`src/rtl/nonogram_pkg.sv`:
```
// Shared cell encoding and FSM state type for the nonogram row builder.
package nonogram_pkg;

  typedef logic [1:0] cell_t;

  localparam cell_t CELL_FILLED = 2'b01;
  localparam cell_t CELL_EMPTY  = 2'b10;

  typedef enum logic [1:0] {
    ST_IDLE,
    ST_SUM,
    ST_FILL,
    ST_DONE
  } rb_state_t;

endpackage

```
`src/rtl/clue_span_calc.sv`:
```
// Serial clue accumulator: one clue per step, records block start/end cells,
// running minimum row length and the overflow condition.
module clue_span_calc #(
  parameter int unsigned ROW_LEN   = 10,
  parameter int unsigned MAX_CLUES = 5,
  parameter int unsigned CLUE_W    = 4,
  parameter int unsigned ACC_W     = 8,
  parameter int unsigned NW        = 3
) (
  input  logic                              clk_in,
  input  logic                              reset_in,
  input  logic                              clear,
  input  logic                              step,
  input  logic [NW-1:0]                     k_idx,
  input  logic [NW-1:0]                     num_clues,
  input  logic [CLUE_W-1:0]                 clue,
  input  logic [CLUE_W-1:0]                 gap,
  output logic [MAX_CLUES-1:0][ACC_W-1:0]   starts,
  output logic [MAX_CLUES-1:0][ACC_W-1:0]   ends,
  output logic [ACC_W-1:0]                  min_length,
  output logic                              overflow,
  output logic [ACC_W-1:0]                  min_length_c,
  output logic                              overflow_c
);

  logic [ACC_W-1:0]                acc_q, acc_d;
  logic                            ovf_q, ovf_d;
  logic [MAX_CLUES-1:0][ACC_W-1:0] starts_q, starts_d;
  logic [MAX_CLUES-1:0][ACC_W-1:0] ends_q, ends_d;
  logic                            in_use;
  logic                            has_next;

  // A clue adds its length; a separator plus extra gap only if another clue follows.
  always_comb begin
    acc_d    = acc_q;
    starts_d = starts_q;
    ends_d   = ends_q;
    in_use   = (k_idx < num_clues) && (32'(k_idx) < MAX_CLUES);
    has_next = ((NW+1)'(k_idx) + (NW+1)'(1)) < (NW+1)'(num_clues);
    if (clear) begin
      acc_d    = '0;
      starts_d = '0;
      ends_d   = '0;
    end else if (step && in_use) begin
      starts_d[k_idx] = acc_q;
      ends_d[k_idx]   = acc_q + ACC_W'(clue);
      acc_d           = acc_q + ACC_W'(clue) +
                        (has_next ? (ACC_W'(1) + ACC_W'(gap)) : ACC_W'(0));
    end
    ovf_d = (32'(acc_d) > ROW_LEN) || (32'(num_clues) > MAX_CLUES);
  end

  always_ff @(posedge clk_in) begin
    if (reset_in) begin
      acc_q    <= '0;
      ovf_q    <= 1'b0;
      starts_q <= '0;
      ends_q   <= '0;
    end else begin
      acc_q    <= acc_d;
      ovf_q    <= ovf_d;
      starts_q <= starts_d;
      ends_q   <= ends_d;
    end
  end

  assign starts       = starts_q;
  assign ends         = ends_q;
  assign min_length   = acc_q;
  assign overflow     = ovf_q;
  assign min_length_c = acc_d;
  assign overflow_c   = ovf_d;

endmodule

```
`src/rtl/row_builder_param.sv`:
```
// Nonogram row builder: latches a clue set, sums spans serially, then paints
// one cell per cycle with blocks left- or right-justified.
module row_builder_param
  import nonogram_pkg::*;
#(
  parameter  int unsigned ROW_LEN   = 10,
  parameter  int unsigned MAX_CLUES = 5,
  parameter  int unsigned CLUE_W    = 4,
  localparam int unsigned ACC_W     = $clog2(2*MAX_CLUES*(2**CLUE_W)+1),
  localparam int unsigned NW        = $clog2(MAX_CLUES+1)
) (
  input  logic                          clk_in,
  input  logic                          reset_in,
  input  logic                          in_valid,
  output logic                          in_ready,
  input  logic [MAX_CLUES*CLUE_W-1:0]   clues,
  input  logic [MAX_CLUES*CLUE_W-1:0]   gaps,
  input  logic [NW-1:0]                 num_clues,
  input  logic                          right_align,
  output logic [2*ROW_LEN-1:0]          row_out,
  output logic                          out_valid,
  input  logic                          out_ready,
  output logic [ACC_W-1:0]              min_length,
  output logic                          overflow
);

  localparam int unsigned CW = $clog2(ROW_LEN+1);
  localparam logic [2*ROW_LEN-1:0] ALL_EMPTY = {ROW_LEN{CELL_EMPTY}};

  rb_state_t                     state_q, state_d;
  logic [NW-1:0]                 k_q, k_d;
  logic [CW-1:0]                 c_q, c_d;
  logic [MAX_CLUES*CLUE_W-1:0]   clues_q, clues_d;
  logic [MAX_CLUES*CLUE_W-1:0]   gaps_q, gaps_d;
  logic [NW-1:0]                 num_q, num_d;
  logic                          ralign_q, ralign_d;
  cell_t [ROW_LEN-1:0]           work_q, work_d;
  cell_t [ROW_LEN-1:0]           row_q, row_d;
  logic                          out_valid_q, out_valid_d;
  logic [ACC_W-1:0]              min_len_q, min_len_d;
  logic                          ovf_q, ovf_d;

  logic                          span_clear;
  logic                          span_step;
  logic [CLUE_W-1:0]             clue_k;
  logic [CLUE_W-1:0]             gap_k;
  logic [MAX_CLUES-1:0][ACC_W-1:0] span_starts;
  logic [MAX_CLUES-1:0][ACC_W-1:0] span_ends;
  logic [ACC_W-1:0]              span_min;
  logic                          span_ovf;
  logic [ACC_W-1:0]              span_min_c;
  logic                          span_ovf_c;
  logic [31:0]                   offset;
  logic                          accept;

  // True when cell c lies inside any valid block shifted by off.
  function automatic logic cell_hit(
    input logic [MAX_CLUES-1:0][ACC_W-1:0] st,
    input logic [MAX_CLUES-1:0][ACC_W-1:0] en,
    input logic [NW-1:0]                   n,
    input logic [31:0]                     off,
    input logic [31:0]                     c
  );
    logic hit;
    hit = 1'b0;
    for (int unsigned k = 0; k < MAX_CLUES; k++) begin
      if ((k < 32'(n)) && ((32'(st[k]) + off) <= c) && (c < (32'(en[k]) + off)))
        hit = 1'b1;
    end
    return hit;
  endfunction

  assign in_ready = (state_q == ST_IDLE) && !reset_in;
  assign accept   = in_valid && in_ready;
  assign clue_k   = clues_q[32'(k_q)*CLUE_W +: CLUE_W];
  assign gap_k    = gaps_q[32'(k_q)*CLUE_W +: CLUE_W];
  assign offset   = ralign_q ? (ROW_LEN - 32'(span_min)) : 32'd0;

  clue_span_calc #(
    .ROW_LEN   (ROW_LEN),
    .MAX_CLUES (MAX_CLUES),
    .CLUE_W    (CLUE_W),
    .ACC_W     (ACC_W),
    .NW        (NW)
  ) u_span (
    .clk_in       (clk_in),
    .reset_in     (reset_in),
    .clear        (span_clear),
    .step         (span_step),
    .k_idx        (k_q),
    .num_clues    (num_q),
    .clue         (clue_k),
    .gap          (gap_k),
    .starts       (span_starts),
    .ends         (span_ends),
    .min_length   (span_min),
    .overflow     (span_ovf),
    .min_length_c (span_min_c),
    .overflow_c   (span_ovf_c)
  );

  // Next-state and datapath control.
  always_comb begin
    state_d     = state_q;
    k_d         = k_q;
    c_d         = c_q;
    clues_d     = clues_q;
    gaps_d      = gaps_q;
    num_d       = num_q;
    ralign_d    = ralign_q;
    work_d      = work_q;
    row_d       = row_q;
    out_valid_d = out_valid_q;
    min_len_d   = min_len_q;
    ovf_d       = ovf_q;
    span_clear  = 1'b0;
    span_step   = 1'b0;

    unique case (state_q)
      ST_IDLE: begin
        if (accept) begin
          clues_d    = clues;
          gaps_d     = gaps;
          num_d      = num_clues;
          ralign_d   = right_align;
          k_d        = '0;
          span_clear = 1'b1;
          state_d    = ST_SUM;
        end
      end
      ST_SUM: begin
        span_step = 1'b1;
        k_d       = k_q + NW'(1);
        if (32'(k_q) == MAX_CLUES - 1) begin
          k_d = '0;
          if (span_ovf_c) begin
            row_d     = ALL_EMPTY;
            min_len_d = span_min_c;
            ovf_d     = 1'b1;
            state_d   = ST_DONE;
          end else begin
            c_d     = '0;
            work_d  = ALL_EMPTY;
            state_d = ST_FILL;
          end
        end
      end
      ST_FILL: begin
        work_d[c_q] = cell_hit(span_starts, span_ends, num_q, offset, 32'(c_q))
                      ? CELL_FILLED : CELL_EMPTY;
        c_d = c_q + CW'(1);
        if (32'(c_q) == ROW_LEN - 1) begin
          row_d     = work_d;
          min_len_d = span_min;
          ovf_d     = span_ovf;
          state_d   = ST_DONE;
        end
      end
      ST_DONE: begin
        // out_valid rises one cycle after entry; release only once it has been seen.
        out_valid_d = 1'b1;
        if (out_valid_q && out_ready) begin
          out_valid_d = 1'b0;
          state_d     = ST_IDLE;
        end
      end
      default: state_d = ST_IDLE;
    endcase
  end

  always_ff @(posedge clk_in) begin
    if (reset_in) begin
      state_q     <= ST_IDLE;
      k_q         <= '0;
      c_q         <= '0;
      clues_q     <= '0;
      gaps_q      <= '0;
      num_q       <= '0;
      ralign_q    <= 1'b0;
      work_q      <= ALL_EMPTY;
      row_q       <= ALL_EMPTY;
      out_valid_q <= 1'b0;
      min_len_q   <= '0;
      ovf_q       <= 1'b0;
    end else begin
      state_q     <= state_d;
      k_q         <= k_d;
      c_q         <= c_d;
      clues_q     <= clues_d;
      gaps_q      <= gaps_d;
      num_q       <= num_d;
      ralign_q    <= ralign_d;
      work_q      <= work_d;
      row_q       <= row_d;
      out_valid_q <= out_valid_d;
      min_len_q   <= min_len_d;
      ovf_q       <= ovf_d;
    end
  end

  assign row_out    = row_q;
  assign out_valid  = out_valid_q;
  assign min_length = min_len_q;
  assign overflow   = ovf_q;

endmodule
```
`config.mk`:
```
export PLATFORM = sky130hd
export DESIGN_NAME = row_builder_param
export DESIGN_NICKNAME = d
export VERILOG_FILES = /design/src/rtl/nonogram_pkg.sv /design/src/rtl/clue_span_calc.sv /design/src/rtl/row_builder_param.sv
export SDC_FILE = /design/constraint.sdc
export NUM_CORES = 1
export LEC_CHECK = 0
export CAP_MARGIN = 20
export CORE_MARGIN = 2
export CORE_UTILIZATION = 40
export CTS_CLUSTER_SIZE = 24
export DETAILED_ROUTE_END_ITERATION = 7
export PLACE_DENSITY = 0.53
export SETUP_SLACK_MARGIN = 0.02
export SLEW_MARGIN = 20
export SYNTH_ARGS = -nofsm -noshare
export SYNTH_HDL_FRONTEND = slang
export SYNTH_SLANG_ARGS = --single-unit
```
`constraint.sdc`:
```
create_clock -name clk_in -period 9.7 [get_ports clk_in]
set_input_delay 0.97 -clock clk_in [delete_from_list [all_inputs] [get_ports clk_in]]
set_output_delay 0.97 -clock clk_in [all_outputs]
set_load 0.05 [all_outputs]
```
## Yosys cells after proc, flatten, opt, wreduce, memory -nomap -nowiden

Index checks and enable logic that the tools add are counted.
Widths: inputs -> output; s select.

| storage, ports and cells | value |
|---|---|
| bits in registers | 192 |
| bits of input ports | 48 |
| output and inout bits | 31 |
| word-level logic and storage cells | 173 |

| cells by class | value |
|---|---|
| add/subtract/negate cells | 17 |
| $lt $le $gt $ge | 24 |
| eq/ne operators | 11 |
| shift-type cells | 2 |
| mux-type cells | 49 |
| reduce and logical (&&, ||, !) cells | 28 |

Operator list:

| cell | count |
|---|---|
| $add 8x32->32 | 10 |
| $le 32x4->1 | 5 |
| $lt 4x32->1 | 5 |
| $mux 20 | 5 |
| $bwmux 40 | 2 |
| $pmux 20 s2 | 2 |
| $mux 8 | 7 |
| $shiftx 20x6->4 | 2 |
| $mux 32 | 1 |
| $demux 8 s3 | 1 |
| $bwmux 20 | 1 |
| $logic_and 1x1->1 | 17 |
| $pmux 8 s2 | 1 |
| $mux 1 | 14 |
| $mux 2 | 6 |
| $ne 2x2->1 const B | 6 |
| $sub 4x8->9 const A | 1 |
| $add 8x4->8 | 1 |
| $add 8x8->8 | 1 |
| $demux 2 s4 | 1 |
| $gt 8x4->1 const B | 1 |
| $mux 4 | 2 |
| $pmux 2 s4 | 1 |
| $pmux 4 s2 | 1 |
| other kinds (30) | 37 |

## Longest topological paths before layout

| logic depth | value |
|---|---|
| word-level depth | 16 |
| mapped depth | 28 |

## By module

A second synthesis with hierarchy kept.

| unflattened totals | value |
|---|---|
| cells, all modules | 2029 |
| area, all modules | 15736.3 µm² |

Modules (own cells, without submodules):

| module | times used | cells each | area each (µm²) | sequential area each (µm²) |
|---|---|---|---|---|
| row_builder_param | 1 | 1533 | 11742.5 | 2021.9 |
| clue_span_calc | 1 | 496 | 3993.8 | 1781.7 |

## Worst setup path before layout

Ideal clock, no wire load.

| timing | value |
|---|---|
| kind | register -> register |
| from | register u_span.acc_q[0], in the netlist u_span.min_length[0] |
| to | register work_q[10] (netlist name) |
| library setup time | 0.114 ns |
| data arrival time | 6.526 ns |
| data required time | 9.586 ns |
| path slack | 3.060 ns |
| stages on the path, launching flop included | 22 |
| buffers on the path | 4 |
| path through | dfxtp_1 > ha_1 > o21ai_0 > nand2_1 > o21ai_0 > inv_1 > clkbuf_1 > clkbuf_1 > clkbuf_1 > ha_1 > nor4b_1 > nand2_1 > nor3_1 > o31ai_1 > a2111oi_0 > o2111ai_1 > a311oi_1 > o32ai_1 > nor4_2 > buf_4 > nor4_1 > a21o_1 |

| between the ends | value |
|---|---|
| word-level cells in the longest chain between the ends | 15 |
| elaborated cells between the ends (all ways) | 49 |
| those cells by class | 13 x add/sub; 11 x order compare; 1 x eq/ne; 12 x mux; 12 x reduce/logical |

Ends and longest elaborated chain:

| what | RTL line | RTL |
|---|---|---|
| from (decl) | clue_span_calc.sv:26 | `logic [ACC_W-1:0] acc_q, acc_d;` |
| from (signal assigned) | clue_span_calc.sv:55 | `acc_q <= '0;` |
| from (signal assigned) | clue_span_calc.sv:60 | `acc_q <= acc_d;` |
| $sub 4x8->9 | row_builder_param.sv:77 | `assign offset = ralign_q ? (ROW_LEN - 32'(span_min)) : 32'd0;` |
| $mux 32 | row_builder_param.sv:77 |  |
| $add 8x32->32 | row_builder_param.sv:67 | `if ((k < 32'(n)) && ((32'(st[k]) + off) <= c) && (c < (32'(en[k]) + off)))` |
| $le 32x4->1 | row_builder_param.sv:67 |  |
| $logic_and 1x1->1 (2 in series) | row_builder_param.sv:67 |  |
| $mux 1 (5 in series) | row_builder_param.sv:67 |  |
| $mux 1 | row_builder_param.sv:119 | `unique case (state_q)` |
| $mux 2 | row_builder_param.sv:150 | `? CELL_FILLED : CELL_EMPTY;` |
| $bwmux 20 | row_builder_param.sv:149 | `work_d[c_q] = cell_hit(span_starts, span_ends, num_q, offset, 32'(c_q))` |
| $pmux 20 s2 | row_builder_param.sv:119 |  |
| to (signal assigned) | row_builder_param.sv:193 | `work_q <= work_d;` |
| to (decl) | row_builder_param.sv:37 | `cell_t [ROW_LEN-1:0] work_q, work_d;` |

Several ways; a longest one is shown, not always the timed one. The select of a mux whose other input is x is not followed.
A chain may end at the register's enable or synchronous reset.

## Worst setup path in the final report

| timing | value |
|---|---|
| from | register u_span.acc_q[1], in the netlist u_span.min_length[1] |
| to | register work_q[12] (netlist name) |

The elaborated chain is that of the path after synthesis.

==> metrics.cfg <==
[floorplan]
core-area_um2=37800
rows=71
die_h_um=200
die_w_um=200
start_util=0.408
io_pins=79
dieArea_um2=40100

[timing]
period_minus_slack_ps=7350
max_freq_ghz=0.136
hold_viol_final=0
setup_violations=0
hold_slack_ps=460
fin_crit_sh=0.758
maxSlewViolCount=0
fin_setup_tns_ps=0
rsz0062_at_grt=false
clock-skew-final_ps=13.0
worstMarginPinSlew_ps=1090
max-slew-margin-rel=0.262

[logic_synthesis]
yosys-top-cells-area=dfxtp_1 25%, ha_1 14%, nand2_1 7.3%
synth_warnings=0
postSynthCellCount=1976
synth.distinct_cells=81
syn_area_per_cell_um2=7.79
synth_top_cell_area_share=0.247
ys_seq_elements=190
synth_edf_count=0
yosys.area.top_type=dfxtp_1
synthFlopType=dfxtp_1
yosysSeqAreaShare=0.247
syn_nets=2209
ys_async_sr_fraction=0
netlist_area_um2=15400

[grt]
overflow=0
antenna_found_initial=1
grt_first_pass_wirelength_mm=74.0
globalRoute.busiestLayer=met2
grt_util_met2=0.371
use_met1=0.330
grt_pass1_vias=13200
grt_max_degree=90
track_usage=0.231
grt_util_met3=0.0221

[min_path]
hp-class=register to register

[clocking]
cts.sinks=190
cts_root_buf=clkbuf_16
cts_hold_buf=0
postCtsSetupRepairBufs=0
cts_tree=built
cts_resized=0
cts_max_path_buffers=2
clock_latency_ps=450
clk_transition_reported_paths_ps=80
cts_max_level=4
cts_made_buffers=17

[final_layout]
diodes=0
fin_nets=2218
area.growth.synth_to_final_pct=11.8
drive_gt1_frac=0.0616

[worst_setup_path]
path_buf_inv=3
crit_required_ps=10040
critPathSlowestCell=dfxtp_1
crit_fanout=13
arrival_ps=7690
critPathKind=register to register
endpoint_kind=register
startpoint_type=register
crit_path_max_incr_delay_ps=710
cp_top_family=compound AO/OA/AOI/OAI gates

[detailed_routing]
first_pass_iters=5
drtAntennaViolNets=0
drt-total-wl_mm=46.7
vias_per_cell=5.52
dr.first_iter.drc_count=980
avgRoutedWirePerCell_um=18.6
drc_errors=0
dr_total_vias=13900

[flow_run]
cap_violations=0

[power_and_ir_drop]
leakage_nw=6.47
seq_power_share=0.331
power_mw=2.73
switching_share=0.419
intPower_mw=1.58
clock_power_share=0.266
power_density_nw_per_um2=158
switchingPower_mw=1.14
vdd_drop_max_v=0.000180
pwr-share-comb=0.403

[run_status]
status=finished, final reports clean

[placed_design]
place.gp.congestion=0.866
dp_hpwl_mm=34.3
port_buffers=78

[state kept, by name, summed over array words and instances, names as in the netlist, 2 cells and up]
| name | cells |
|---|---|
| u_span.ends | 40 |
| u_span.min_length | 8 |
| row_out | 20 |
| num_q | 3 |
| clues_q | 20 |
| work_q | 18 |
| k_q | 3 |
| gaps_q | 20 |
| min_length | 8 |
| state_q | 2 |
| c_q | 4 |
| u_span.starts | 40 |
[cell type report]
class	instances	area (um2)
multi-input cells	1590	10900
clock inverters	14	173
flip-flops and latches	190	3800
inverters	75	284
fillers	3747	20500
clock buffers	18	429
repair buffers	111	1020
well taps	511	639
[path summary, 6_finish.rpt]
kind / from / to / slack (ps) / cells past startpoint
max: u_span.min_length[1]$_SDFF_PP0_ / work_q[12]$_SDFFE_PP0P_ / 2350 / 27
min: row_out[12]$_SDFFE_PP0P_ / row_out[12]$_SDFFE_PP0P_ / 460 / 2
max reg2reg: u_span.min_length[1]$_SDFF_PP0_ / work_q[12]$_SDFFE_PP0P_ / 2350 / 27
min reg2reg: row_out[12]$_SDFFE_PP0P_ / row_out[12]$_SDFFE_PP0P_ / 460 / 2
[routing by layer]
metal	routed length, um	vias to the layer above
met1	23000	6508
met5	0	-
met4	877	0
li1	-	7000
met3	1990	47
met2	20800	301
[synth_stat cells (7+ instances only)]
cell and instances:
nand2_1 300, dfxtp_1 190, ha_1 173, nor2_1 151, a21oi_1 146, o21ai_0 104, clkbuf_1 85, nand2b_1 80
xnor2_1 76, inv_1 72, a21o_1 49, maj3_1 45, a211oi_1 42, nor3_1 42, nand3_1 27, nand4_1 25
nor4_1 22, or2_2 22, nor2b_1 20, mux2i_1 19, buf_2 18, xor2_1 16, o21a_1 15, o22ai_1 15
and2_1 14, nor4b_1 13, fa_1 12, o21bai_1 10, buf_1 9, o2111ai_1 9, o211ai_1 9, a22oi_1 8
a31oi_1 8, nand4b_1 7
[power groups by stage]
stage	Clock (mW)	Sequential, mW	Combinational (mW)
final	0.725	0.902	1.10
after global routing	0.767	0.909	1.21
after CTS	0.738	0.901	1.10
after detailed placement	0	0.919	1.09
after global placement	0	0.920	1.08
after floorplan	0	0.946	0.714
[worst register-to-register path: stages (launching register included)]
cell,delay [ps]
dfxtp_1,710
ha_1,350
nor2_1,80
buf_4,210
inv_1,320
fa_1,570
nor2b_1,190
nor3_1,90
a211oi_1,340
o21ai_0,260
and2_1,260
maj3_1,350
nand2_1,70
o21ai_0,150
or2_2,320
ha_1,270
nor4b_1,220
nand2_1,90
nor3_1,220
o31ai_1,110
a2111oi_0,380
o2111ai_1,180
a311oi_1,360
o32ai_1,270
nor4_2,330
buf_4,260
nor4_1,100
a21o_1,190
[cells in the final DEF (no fill, tap or decap), types with 71 or more instances in the layout]
master / synthesis / routed
a21oi_1: 146 / 145
clkdlybuf4s50_1: 0 / 77
dfxtp_1: 190 / 190
ha_1: 173 / 173
inv_1: 72 / 71
nand2_1: 300 / 300
nand2b_1: 80 / 79
nor2_1: 151 / 150
o21ai_0: 104 / 103
xnor2_1: 76 / 74
[cell families (layout without fill, tap and decap cells)]
| group | after synthesis | count (layout) | share of synthesized area |
|---|---|---|---|
| compound gates | 476 | 476 | 0.198 |
| flops | 190 | 190 | 0.247 |
| fa+ha+maj | 233 | 233 | 0.188 |
| buf+inv | 196 | 218 | 0.0520 |
| mux | 28 | 28 | 0.0208 |
| xor+xnor | 95 | 95 | 0.0567 |
| simple gates | 758 | 758 | 0.237 |
[metrics by stage]
stage / utilization / cells / setup slack, ps / cell area (um2)
detailed placement: 0.440 / 2477 / 2410 / 16600
finish: 0.456 / 2509 / 2350 / 17200
CTS: 0.456 / 2509 / 2380 / 17200
global placement: 0.440 / 2477 / 2650 / 16600
floorplan: - / 1976 / 3060 / 15400
global route: 0.456 / 2509 / 1740 / 17200
Note: power is estimated with default switching activity, not from simulation.
